===== config.mk =====
export PLATFORM = sky130hd
export DESIGN_NAME = sort9_sched
export DESIGN_NICKNAME = d
export VERILOG_FILES = /design/src/rtl/sort9_sched.sv
export SDC_FILE = /design/constraint.sdc
export NUM_CORES = 1
export LEC_CHECK = 0
export ABC_AREA = 0
export BUFFER_PORTS_ARGS = -buffer_cell sky130_fd_sc_hd__buf_4
export CELL_PAD_IN_SITES_DETAIL_PLACEMENT = 0
export CELL_PAD_IN_SITES_GLOBAL_PLACEMENT = 2
export CORE_AREA = 4 4 205 207
export CTS_CLUSTER_SIZE = 20
export DETAILED_ROUTE_END_ITERATION = 10
export DIE_AREA = 0 0 209 211
export GPL_TIMING_DRIVEN = 0
export PLACE_DENSITY_LB_ADDON = 0.1
export SYNTH_ARGS = -nofsm -noshare
export SYNTH_HDL_FRONTEND = slang
export SYNTH_SLANG_ARGS = --single-unit

===== constraint.sdc =====
create_clock -name clk -period 3.6 [get_ports clk]
set_input_delay 0.18 -clock clk [delete_from_list [all_inputs] [get_ports clk]]
set_output_delay 0.18 -clock clk [all_outputs]
set_load 0.005 [all_outputs]

===== src/rtl/sort9_sched.sv =====
// Round-robin scheduler sharing one pipelined 9-sample sorter among NUM_REQ requesters.
// Optional SORT9_SCHED_STATS_EN adds saturating jobs_done / stall_cycles counters.
module sort9_sched #(
    parameter int unsigned NUM_REQ  = 4,
    parameter int unsigned DATA_W   = 8,
    parameter int unsigned SORT_LAT = 4,
    localparam int unsigned ID_W    = $clog2(NUM_REQ),
    localparam int unsigned CNT_W   = $clog2(SORT_LAT + 1),
    localparam int unsigned VEC_W   = 9 * DATA_W
) (
    input  logic                     clk,
    input  logic                     reset,
    input  logic [NUM_REQ-1:0]       req_valid,
    output logic [NUM_REQ-1:0]       req_ready,
    input  logic [NUM_REQ*VEC_W-1:0] req_data,
    output logic [VEC_W-1:0]         sort_in,
    output logic                     sort_en,
    input  logic [VEC_W-1:0]         sort_out,
    output logic                     rsp_valid,
    input  logic                     rsp_ready,
    output logic [ID_W-1:0]          rsp_id,
    output logic [VEC_W-1:0]         rsp_data,
    output logic [DATA_W-1:0]        rsp_median,
`ifdef SORT9_SCHED_STATS_EN
    output logic [15:0]              jobs_done,
    output logic [15:0]              stall_cycles,
`endif
    output logic [CNT_W-1:0]         inflight
);

    logic [ID_W-1:0]                rr_ptr_q, rr_ptr_d;
    logic [ID_W-1:0]                grant_id;
    logic [ID_W:0]                  cand;
    logic                           found;
    logic                           any_req;
    logic                           head_v;
    logic                           stall;
    logic                           adv;
    logic                           accept;
    logic [SORT_LAT-1:0]            tag_v_q, tag_v_d;
    logic [SORT_LAT-1:0][ID_W-1:0]  tag_id_q, tag_id_d;
    logic [CNT_W-1:0]               inflight_q, inflight_d;

    assign any_req = |req_valid;
    assign head_v  = tag_v_q[SORT_LAT-1];
    // Only a valid head that cannot retire freezes the pipe; bubbles always flow.
    assign stall   = head_v & ~rsp_ready;
    assign adv     = ~stall;
    assign accept  = adv & any_req;
    assign sort_en = adv;

    // Round-robin search starting at rr_ptr, wrapping modulo NUM_REQ.
    always_comb begin
        grant_id = '0;
        found    = 1'b0;
        cand     = '0;
        for (int unsigned i = 0; i < NUM_REQ; i++) begin
            cand = {1'b0, rr_ptr_q} + (ID_W + 1)'(i);
            if (cand >= (ID_W + 1)'(NUM_REQ)) begin
                cand = cand - (ID_W + 1)'(NUM_REQ);
            end
            if (!found && req_valid[cand[ID_W-1:0]]) begin
                found    = 1'b1;
                grant_id = cand[ID_W-1:0];
            end
        end
    end

    always_comb begin
        req_ready = '0;
        if (accept) begin
            req_ready[grant_id] = 1'b1;
        end
    end

    always_comb begin
        sort_in = '0;
        for (int unsigned r = 0; r < NUM_REQ; r++) begin
            if (any_req && (grant_id == ID_W'(r))) begin
                sort_in = req_data[r*VEC_W +: VEC_W];
            end
        end
    end

    always_comb begin
        rr_ptr_d = rr_ptr_q;
        if (accept) begin
            rr_ptr_d = (grant_id == ID_W'(NUM_REQ - 1)) ? '0 : grant_id + ID_W'(1);
        end
    end

    // Tag pipeline mirrors the sorter stages so the ID emerges alongside its data.
    always_comb begin
        tag_v_d  = tag_v_q;
        tag_id_d = tag_id_q;
        if (adv) begin
            tag_v_d[0]  = any_req;
            tag_id_d[0] = grant_id;
            for (int unsigned i = 1; i < SORT_LAT; i++) begin
                tag_v_d[i]  = tag_v_q[i-1];
                tag_id_d[i] = tag_id_q[i-1];
            end
        end
    end

    always_comb begin
        inflight_d = inflight_q;
        unique case ({accept, adv & head_v})
            2'b10:   inflight_d = inflight_q + CNT_W'(1);
            2'b01:   inflight_d = inflight_q - CNT_W'(1);
            default: inflight_d = inflight_q;
        endcase
    end

    always_ff @(posedge clk or posedge reset) begin
        if (reset) begin
            rr_ptr_q   <= '0;
            tag_v_q    <= '0;
            tag_id_q   <= '0;
            inflight_q <= '0;
        end else begin
            rr_ptr_q   <= rr_ptr_d;
            tag_v_q    <= tag_v_d;
            tag_id_q   <= tag_id_d;
            inflight_q <= inflight_d;
        end
    end

    assign rsp_valid  = head_v;
    assign rsp_id     = tag_id_q[SORT_LAT-1];
    assign rsp_data   = sort_out;
    assign rsp_median = sort_out[4*DATA_W +: DATA_W];
    assign inflight   = inflight_q;

`ifdef SORT9_SCHED_STATS_EN
    logic [15:0] jobs_done_q, jobs_done_d;
    logic [15:0] stall_cycles_q, stall_cycles_d;

    always_comb begin
        jobs_done_d    = jobs_done_q;
        stall_cycles_d = stall_cycles_q;
        if (head_v && rsp_ready && (jobs_done_q != 16'hFFFF)) begin
            jobs_done_d = jobs_done_q + 16'd1;
        end
        if (stall && (stall_cycles_q != 16'hFFFF)) begin
            stall_cycles_d = stall_cycles_q + 16'd1;
        end
    end

    always_ff @(posedge clk or posedge reset) begin
        if (reset) begin
            jobs_done_q    <= '0;
            stall_cycles_q <= '0;
        end else begin
            jobs_done_q    <= jobs_done_d;
            stall_cycles_q <= stall_cycles_d;
        end
    end

    assign jobs_done    = jobs_done_q;
    assign stall_cycles = stall_cycles_q;
`endif

endmodule


==> results of run 1 <==
## state kept, by name (all words and copies together), names as in the netlist
register / flops
rr_ptr_q: 2
tag_id_q: 6
tag_v_q: 4
rsp_id: 2
inflight: 3
## final cells by class
| type | instances | area, sq um | area share |
|---|---|---|---|
| timing repair buffer | 457 | 3431 | 0.3976 |
| multi-input combinational | 425 | 2714 | 0.3145 |
| buffer | 149 | 1013 | 0.1174 |
| tap | 532 | 665.6 | 0.07713 |
| sequential | 17 | 425.4 | 0.04930 |
| inverter | 80 | 300.3 | 0.03480 |
| clock buffer | 3 | 75.07 | 0.008699 |
| clock inverter | 1 | 5.005 | 0.0005800 |
## routing by layer
| layer | GRT usage | share of wire | vias to the layer above |
|---|---|---|---|
| met4 | 0.01260 | 0.0099 | 0 |
| met2 | 0.2554 | 0.52 | 272 |
| met1 | 0.1676 | 0.40 | 3026 |
| met5 | 0 | 0 | - |
| met3 | 0.03074 | 0.068 | 14 |
| li1 | - | - | 3183 |
## worst max-delay path: stages (launching register included)
cell	delay [ns]
dfrtp_1	0.35
buf_2	0.16
a21boi_0	0.17
o221ai_1	0.26
inv_1	0.18
ha_1	0.15
buf_2	0.30
clkbuf_4	0.33
buf_1	0.43
nand2_1	0.11
a21oi_1	0.18
buf_4	0.13
## cells by family (layout without fill, tap and decap cells)
family | count (synthesis) | count (layout) | synth area share
buffers and inverters | 229 | 690 | 0.2940
flip-flops | 17 | 17 | 0.09567
AO/OA/AOI/OAI | 227 | 227 | 0.3469
AND/OR/NAND/NOR | 186 | 186 | 0.2319
multiplexers | 3 | 3 | 0.007034
adder cells (fa/ha/maj) | 6 | 6 | 0.01857
XOR/XNOR | 3 | 3 | 0.005910
## power by group
part	internal, mW	switching [mW]	leakage (nW)
Sequential	0.273	0.0489	0.198
Clock	0.149	0.0858	0.0409
Combinational	1.91	1.89	4.11
## what timing repair did
item,4_1_cts,5_1_grt
gates resized for setup,0,8
hold buffers,0,0
setup endpoints to repair,0,31
## metrics by stage
step                cells  power, mW
detailed placement   1660      4.205
global placement     1660      4.254
finish               1664      4.352
global route         1664      4.774
CTS                  1664      4.460
floorplan             671      2.285
## worst max path at each step
stage / to / depth (start not counted)
4_1_cts: sort_in[33] / 11
3_3_place_gp: sort_in[33] / 11
6_report: sort_in[46] / 11
3_5_place_dp: sort_in[33] / 11
5_1_grt: sort_in[44] / 11
2_1_floorplan: sort_in[10] / 10
## synthesized netlist by cell type
master and n:
a21boi_0 1, a21oi_1 140, a21oi_2 6, a221o_1 72, a22oi_1 1, and2_1 1, and3_1 4, buf_2 30
buf_4 83, buf_6 13, clkbuf_1 22, clkbuf_2 1, dfrtp_1 17, fa_1 1, ha_1 5, inv_1 80
mux2_1 1, mux2i_1 2, nand2_1 97, nand2_4 1, nand2b_1 3, nand3b_1 72, nor2_1 3, nor2b_1 2
nor4_4 1, o211a_1 1, o211ai_1 1, o21a_1 1, o21ai_0 1, o221ai_1 1, o22a_1 1, o22ai_1 1
or3b_1 1, or4_4 1, xnor2_1 1, xor2_1 2
==> reports/metrics.yaml, run 1 <==
floorplanning:
  fp.coreArea_sq_mm: 0.04037
  die_height_um: 211
  initial_core_util: 0.1102
  pin_count: 530
  rows: 74
  die_area_sq_mm: 0.04410
  die_w_um: 209
final_layout:
  area_growth_pct: 94.06
  nFillCells: 4641
  n_antenna_cell: 0
  final_common_cell: "buf_4"
  final_util: 0.2138
  final_cell_mix: "buf_4, a21oi_1, nand2_1"
  fin_area_sq_mm: 0.008630
  nNetsFinal: 1506
  drive_gt1_frac: 0.5300
drt:
  wire_per_inst_um: 19.95
  drt_iter0_drc: 247
  routed_wl_um: 33200
  firstDrtPassIters: 4
  vias_per_cell: 3.903
  drcViolationCount: 0
  num_vias: 6495
  drtAntennaViolNets: 0
place:
  place_area_sq_mm: 0.008543
  dp_hpwl_um: 27720
  globalplace.congestion: 0.7363
  place_ws_ns: 0.3367
  io_buffers: 457
timing:
  rsz0062_at_grt: "no"
  tightest_slew_ns: 1.157
  hold_slack_ns: 0.05472
  fin_crit_sh: 0.8896
  worst_slack_ns: 0.3976
  finalMaxSlewViolations: 0
  fin_skew_ns: 0.001884
  timing.fmax_ghz: 0.3123
  finalCriticalPeriod_ns: 3.202
  relSlewSlack: 0.2226
  tns_ns: 0
  setup_viol: 0
  hold_viol_final: 0
clock_network:
  cts_buffers: 3
  cts.sinks: 17
  clockBufferDepth: 2
  cts.clk_slew.worst_paths_ns: 0.06
  postCtsSetupBuffers: 0
  root_buffer: "clkbuf_16"
  htreeDepth: 1
  insertion_delay_ns: 0.25
  cts_tree: "done"
synth:
  avgSynthCellArea_sq_um: 6.627
  syn_nets: 1044
  yosysTopAreaCell: "a221o_1"
  synthDistinctLibCells: 36
  synth_area_sq_mm: 0.004447
  netlist_top_cells_area: "a221o_1, a21oi_1, buf_4"
  yosys_warnings: 0
  syn_inst: 671
  ys_seq_area_frac: 0.09567
  synth_top_area_frac: 0.1621
  synth_seq_cells: 17
global_route:
  grt_use_total: 0.1370
  grt_pass1_wl_um: 46320
  grt_pass1_vias: 6808
  grt_max_degree: 18
  grt_antenna_before_repair: 0
  grt-ovfl-total: 0
setup_path:
  path_max_fanout: 10
  end_kind: "output pin"
  path_class: "flip-flop to output pin"
  crit_path_start: "rr_ptr_q[1]$_DFFE_PP0N_"
  worstPathRequired_ns: 3.42
  r2r_cells: 10
  worstPathArrival_ns: 3.02
  start_kind: "flip-flop"
  reg2reg_to: "inflight[2]$_DFFE_PP0P_"
  r2r-start: "tag_v_q[3]$_DFFE_PP0N_"
  reg2reg_setup_slack_ns: 1.47
status:
  status: "complete, no violations"
run:
  drv_cap: 0
power_and_ir_drop:
  powerDensity_mw_per_mm2: 504.3
  ir_drop_mv: 0.2204
  p_leak_nw: 4.346
min_path:
  min_path_type: "primary input to async pin"
Note: power is estimated with default switching activity, not from simulation.
==> inputs of run 2 (changes only) <==
- GPL_TIMING_DRIVEN: 0 -> default
- RECOVER_POWER: default -> 25
==> run 2 against run 1 <==
Compared with the run above:
- largest cell class unchanged
- critical path type unchanged
- clock power is 4% lower
- fmax is 0.36% lower
- die area unchanged
- final area down 15%
- highest routed layer unchanged
- sequential cell count stayed put
- sequential power up 5%
- global-route usage down 2.1 points
- first-iteration DRC count grew 7.3%
- routed wire length is 16% lower
- via count down 13%
- worst setup slack worse by 0.012 ns
==> reports/metrics.yaml, run 2 (synthesis results as in run 1) <==
status:
  status: "complete, no violations"
timing:
  rsz0062_at_grt: "no"
  setup_viol: 0
  tns_ns: 0
  tightest_slew_ns: 0.7190
  hold_viol_final: 0
  relSlewSlack: 0.5207
  fin_skew_ns: 0.004394
  finalCriticalPeriod_ns: 3.214
  fin_crit_sh: 0.8928
  timing.fmax_ghz: 0.3111
  finalMaxSlewViolations: 0
final_layout:
  nFillCells: 4745
  area_growth_pct: 64.18
  seq_area_sq_um: 425.4
  nNetsFinal: 1298
  top_register: "tag_id_q"
  largest_register_ffs: 6
  fin_area_sq_mm: 0.007301
  drive_gt1_frac: 0.4491
  multiInputGateArea_sq_mm: 0.002764
  final_common_cell: "buf_4"
  final_cells: 1457
  final_cell_mix: "buf_4, a21oi_1, nand2_1"
drt:
  wire_per_inst_um: 19.21
  firstDrtPassIters: 4
  drt_iter0_drc: 265
  drtAntennaViolNets: 0
  num_vias: 5657
  vias_per_cell: 3.883
  drcViolationCount: 0
  routed_wl_um: 27990
place:
  io_buffers: 377
  dp_cells: 1452
  dp_hpwl_um: 21930
  globalplace.congestion: 0.7432
  place_area_sq_mm: 0.007218
power_and_ir_drop:
  p_leak_nw: 3.432
  p_switching_mw: 1.838
  clkPwrFrac: 0.056
  switching_share: 0.4521
  p_int_mw: 2.228
  seqPwrFrac: 0.083
  ir_drop_mv: 0.2841
  p_comb_frac: 0.861
  fin_total_pwr_mw: 4.066
  powerDensity_mw_per_mm2: 556.9
global_route:
  grt_use_total: 0.1163
  grt_antenna_before_repair: 1
  grt-ovfl-total: 0
  grt_max_degree: 61
  grt_pass1_wl_um: 40060
  grt_pass1_vias: 5924
floorplanning:
  die_w_um: 209
  fp.coreArea_sq_mm: 0.04037
  pin_count: 530
  rows: 74
  die_area_sq_mm: 0.04410
  initial_core_util: 0.1102
  die_height_um: 211
clock_network:
  cts.sinks: 17
  root_buffer: "clkbuf_16"
  cts.clk_slew.worst_paths_ns: 0.06
  cts_buffers: 3
  clockBufferDepth: 2
  cts_tree: "done"
  postCtsSetupBuffers: 0
  holdBufCountCts: 0
  insertion_delay_ns: 0.25
  htreeDepth: 1
  cts_resized: 0
setup_path:
  start_kind: "flip-flop"
  path_max_fanout: 44
  end_kind: "output pin"
  worstPathRequired_ns: 3.42
  slowest_delay_ns: 0.59
  critPathSlowestCell: "ha_4"
  path_class: "flip-flop to output pin"
  critPathMostFrequentCell: "a21oi_1"
  path_buf_inv: 2
  critical_path.top_delay_family: "compound AO/OA/AOI/OAI gates"
  path_cells: "a21oi_1 > o21a_1 > o22ai_1 > ha_4 > buf_4 > a21oi_1 > a221o_1 > a21oi_1 > buf_4"
  worstPathArrival_ns: 3.03
run:
  drv_cap: 0
min_path:
  min_path_type: "primary input to async pin"
## run 2: layout make-up
type / count / share of cell area
antenna: 1 / 0.0003428
multi-input combinational: 425 / 0.3786
timing repair buffer: 398 / 0.4195
sequential: 17 / 0.05827
tap: 532 / 0.09117
clock inverter: 1 / 0.0006855
clock buffer: 3 / 0.01028
inverter: 80 / 0.04113
## run 2: metrics by stage
stage	util	hold slack, ns	setup slack (ns)
2_1_floorplan	-	0.1061	1.277
3_3_place_gp	0.1788	0.3529	0.5952
3_5_place_dp	0.1788	0.3526	0.6061
4_1_cts	0.1808	0.08187	0.3254
5_1_grt	0.1809	0.1232	0.08140
6_report	0.1809	0.05436	0.3860
## run 2: routing by layer
metal | track usage | vias to the layer above | share of wire
met4 | 0.01148 | 0 | 0.0074
met1 | 0.1395 | 2621 | 0.40
met3 | 0.02926 | 32 | 0.066
met5 | 0 | - | 0
met2 | 0.2173 | 242 | 0.53
li1 | - | 2762 | -
## run 2: power groups by stage
stage / combinational, mW / clock (mW) / sequential, mW
finish: 3.50 / 0.226 / 0.337
CTS: 3.60 / 0.235 / 0.341
global route: 3.88 / 0.243 / 0.352
detailed placement: 3.58 / 0 / 0.343
floorplan: 1.97 / 0 / 0.312
global placement: 3.64 / 0 / 0.341
## run 2: path summary, 6_finish.rpt
| kind | from | to | slack (ns) | cells past startpoint |
|---|---|---|---|---|
| min in group clk | req_valid[3] | tag_id_q[1]$_DFFE_PP0N_ | 0.35 | 3 |
| setup reg to reg | tag_v_q[3]$_DFFE_PP0N_ | inflight[2]$_DFFE_PP0P_ | 1.61 | 10 |
| max in group asynchronous | reset | tag_v_q[0]$_DFFE_PP0N_ | 3.09 | 2 |
| hold reg to reg | tag_v_q[2]$_DFFE_PP0N_ | tag_v_q[2]$_DFFE_PP0N_ | 0.46 | 2 |
| setup / recovery | rr_ptr_q[1]$_DFFE_PP0N_ | sort_in[7] | 0.39 | 9 |
| hold / removal | reset | tag_v_q[1]$_DFFE_PP0N_ | 0.05 | 2 |
## run 2: worst reg2reg max path, delay by kind of cell, from the launching register on
| kind | cells | cell delay (ns) |
|---|---|---|
| flip-flops | 1 | 0.36 |
| buffers and inverters | 3 | 0.36 |
| adder cells (fa/ha/maj) | 2 | 0.56 |
| XOR/XNOR | 2 | 0.30 |
| AND/OR/NAND/NOR | 3 | 0.33 |
==> inputs of run 3 (changes only) <==
- ABC_CLOCK_PERIOD_IN_PS: default -> 3100
- CORE_AREA: 4 4 205 207 -> 4 4 206 208
- DIE_AREA: 0 0 209 211 -> 0 0 210 212
- clock period: 3.6 -> 3.1 ns (I/O delays scaled with it)
==> run 3 against run 2 <==
Compared with the run above:
- first-iteration DRC count decreased by 19%
- hold slack worse by 0.021 ns
- final cell count grew 0.27%
- non-clock buffer count grew 5
- register-to-register slack worse by 0.51 ns
- sequential cell count unchanged
- largest power group unchanged
- clock power up 16%
- sequential power is 17% higher
- largest cell class unchanged
- worst setup slack worse by 0.24 ns
- global-route usage fell by 0.44 points
- count of clock-buffer cells in the layout is the same
==> reports/metrics.yaml, run 3 (synthesis results as in run 1) <==
clock_network:
  cts.clk_slew.worst_paths_ns: 0.06
  insertion_delay_ns: 0.25
  holdBufCountCts: 0
  clockBufferDepth: 2
  cts_buffers: 3
  htreeDepth: 1
  postCtsSetupBuffers: 0
  cts_tree: "done"
  cts.sinks: 17
  root_buffer: "clkbuf_16"
  cts_resized: 0
timing:
  fin_skew_ns: 0.002535
  rsz0062_at_grt: "no"
  finalMaxSlewViolations: 0
  relSlewSlack: 0.5153
  fin_crit_sh: 0.9514
  setup_viol: 0
  finalCriticalPeriod_ns: 2.949
  tightest_slew_ns: 0.7262
  timing.fmax_ghz: 0.3391
  worst_slack_ns: 0.1506
  hold_viol_final: 0
  tns_ns: 0
power_and_ir_drop:
  p_int_mw: 2.638
  ir_drop_mv: 0.2391
  powerDensity_mw_per_mm2: 642.3
  seqPwrFrac: 0.083
  p_comb_frac: 0.862
  switching_share: 0.4443
  p_switching_mw: 2.109
  fin_total_pwr_mw: 4.748
  clkPwrFrac: 0.055
  p_leak_nw: 3.473
drt:
  num_vias: 5683
  vias_per_cell: 3.890
  routed_wl_um: 27450
  firstDrtPassIters: 4
  drtAntennaViolNets: 0
  wire_per_inst_um: 18.79
  drcViolationCount: 0
  drt_iter0_drc: 214
global_route:
  grt_antenna_before_repair: 0
  grt_pass1_wl_um: 38960
  grt-ovfl-total: 0
  grt_use_total: 0.1119
  grt_max_degree: 69
  grt_pass1_vias: 5955
final_layout:
  top_register: "tag_id_q"
  area_growth_pct: 66.24
  final_cell_mix: "buf_4, a21oi_1, nand2_1"
  n_antenna_cell: 0
  multiInputGateArea_sq_mm: 0.002770
  largest_register_ffs: 6
  drive_gt1_frac: 0.4543
  final_common_cell: "buf_4"
  nFillCells: 4763
  nNetsFinal: 1303
  seq_area_sq_um: 425.4
setup_path:
  start_kind: "flip-flop"
  path_max_fanout: 48
  critPathSlowestCell: "dfrtp_1"
  path_buf_inv: 3
  worstPathArrival_ns: 2.79
  critical_path.top_delay_family: "compound AO/OA/AOI/OAI gates"
  worstPathRequired_ns: 2.94
  slowest_delay_ns: 0.47
  end_kind: "output pin"
  path_cells: "or3b_1 > o221ai_1 > buf_4 > ha_4 > buf_12 > a21oi_1 > a221o_1 > a21oi_1 > buf_4"
  path_class: "flip-flop to output pin"
place:
  globalplace.congestion: 0.7293
  dp_hpwl_um: 21900
  io_buffers: 377
  place_ws_ns: 0.3419
floorplanning:
  initial_core_util: 0.1097
  die_area_sq_mm: 0.04452
  rows: 74
  die_height_um: 212
  fp.coreArea_sq_mm: 0.04055
  pin_count: 530
  die_w_um: 210
status:
  status: "complete, no violations"
min_path:
  min_path_type: "primary input to async pin"
run:
  drv_cap: 0
[run 3: changes by cell type in the layout (fill, tap and decap cells not counted), sizes merged]
cell and delta:
buf +5, diode -1
[run 3: worst paths after layout]
check / from / end / slack, ns / cells past startpoint
hold reg to reg: tag_id_q[3]$_DFFE_PP0N_ / tag_id_q[3]$_DFFE_PP0N_ / 0.47 / 2
setup / recovery: rr_ptr_q[1]$_DFFE_PP0N_ / sort_in[33] / 0.15 / 9
max in group asynchronous: reset / rsp_id[1]$_DFFE_PP0N_ / 2.61 / 2
hold / removal: reset / tag_v_q[1]$_DFFE_PP0N_ / 0.03 / 2
min in group clk: sort_out[18] / rsp_data[18] / 0.31 / 0
setup reg to reg: tag_v_q[3]$_DFFE_PP0N_ / inflight[2]$_DFFE_PP0P_ / 1.10 / 10
[run 3: cell type report]
cell class | instances | share of cell area
repair buffers | 403 | 0.4262
multi-input cells | 425 | 0.3747
well taps | 532 | 0.09005
flip-flops and latches | 17 | 0.05755
inverters | 80 | 0.04062
clock buffers | 3 | 0.01016
clock inverters | 1 | 0.0006770
[run 3: per-stage QoR]
step                instance area [sq um]    util  instances  hold slack (ns)
global placement                     7306  0.1801       1457           0.3100
finish                               7392  0.1823       1461          0.03325
CTS                                  7386  0.1821       1461          0.06862
global route                         7392  0.1823       1461           0.1091
floorplan                            4447       -        671          0.08107
detailed placement                   7306  0.1801       1457           0.3100
[run 3: power by group through the flow]
stage	sequential [mW]	clock [mW]	combinational [mW]
finish	0.394	0.263	4.09
global route	0.411	0.283	4.52
CTS	0.396	0.273	4.21
detailed placement	0.398	0	4.20
global placement	0.396	0	4.28
floorplan	0.363	0	2.29
[run 3: layer usage]
layer  wire length, um  track usage  vias up
met2             14620       0.2183      246
li1                  -            -     2775
met1             10270       0.1221     2631
met5                 0            0        -
met3              1979      0.02966       31
met4               578      0.02070        0
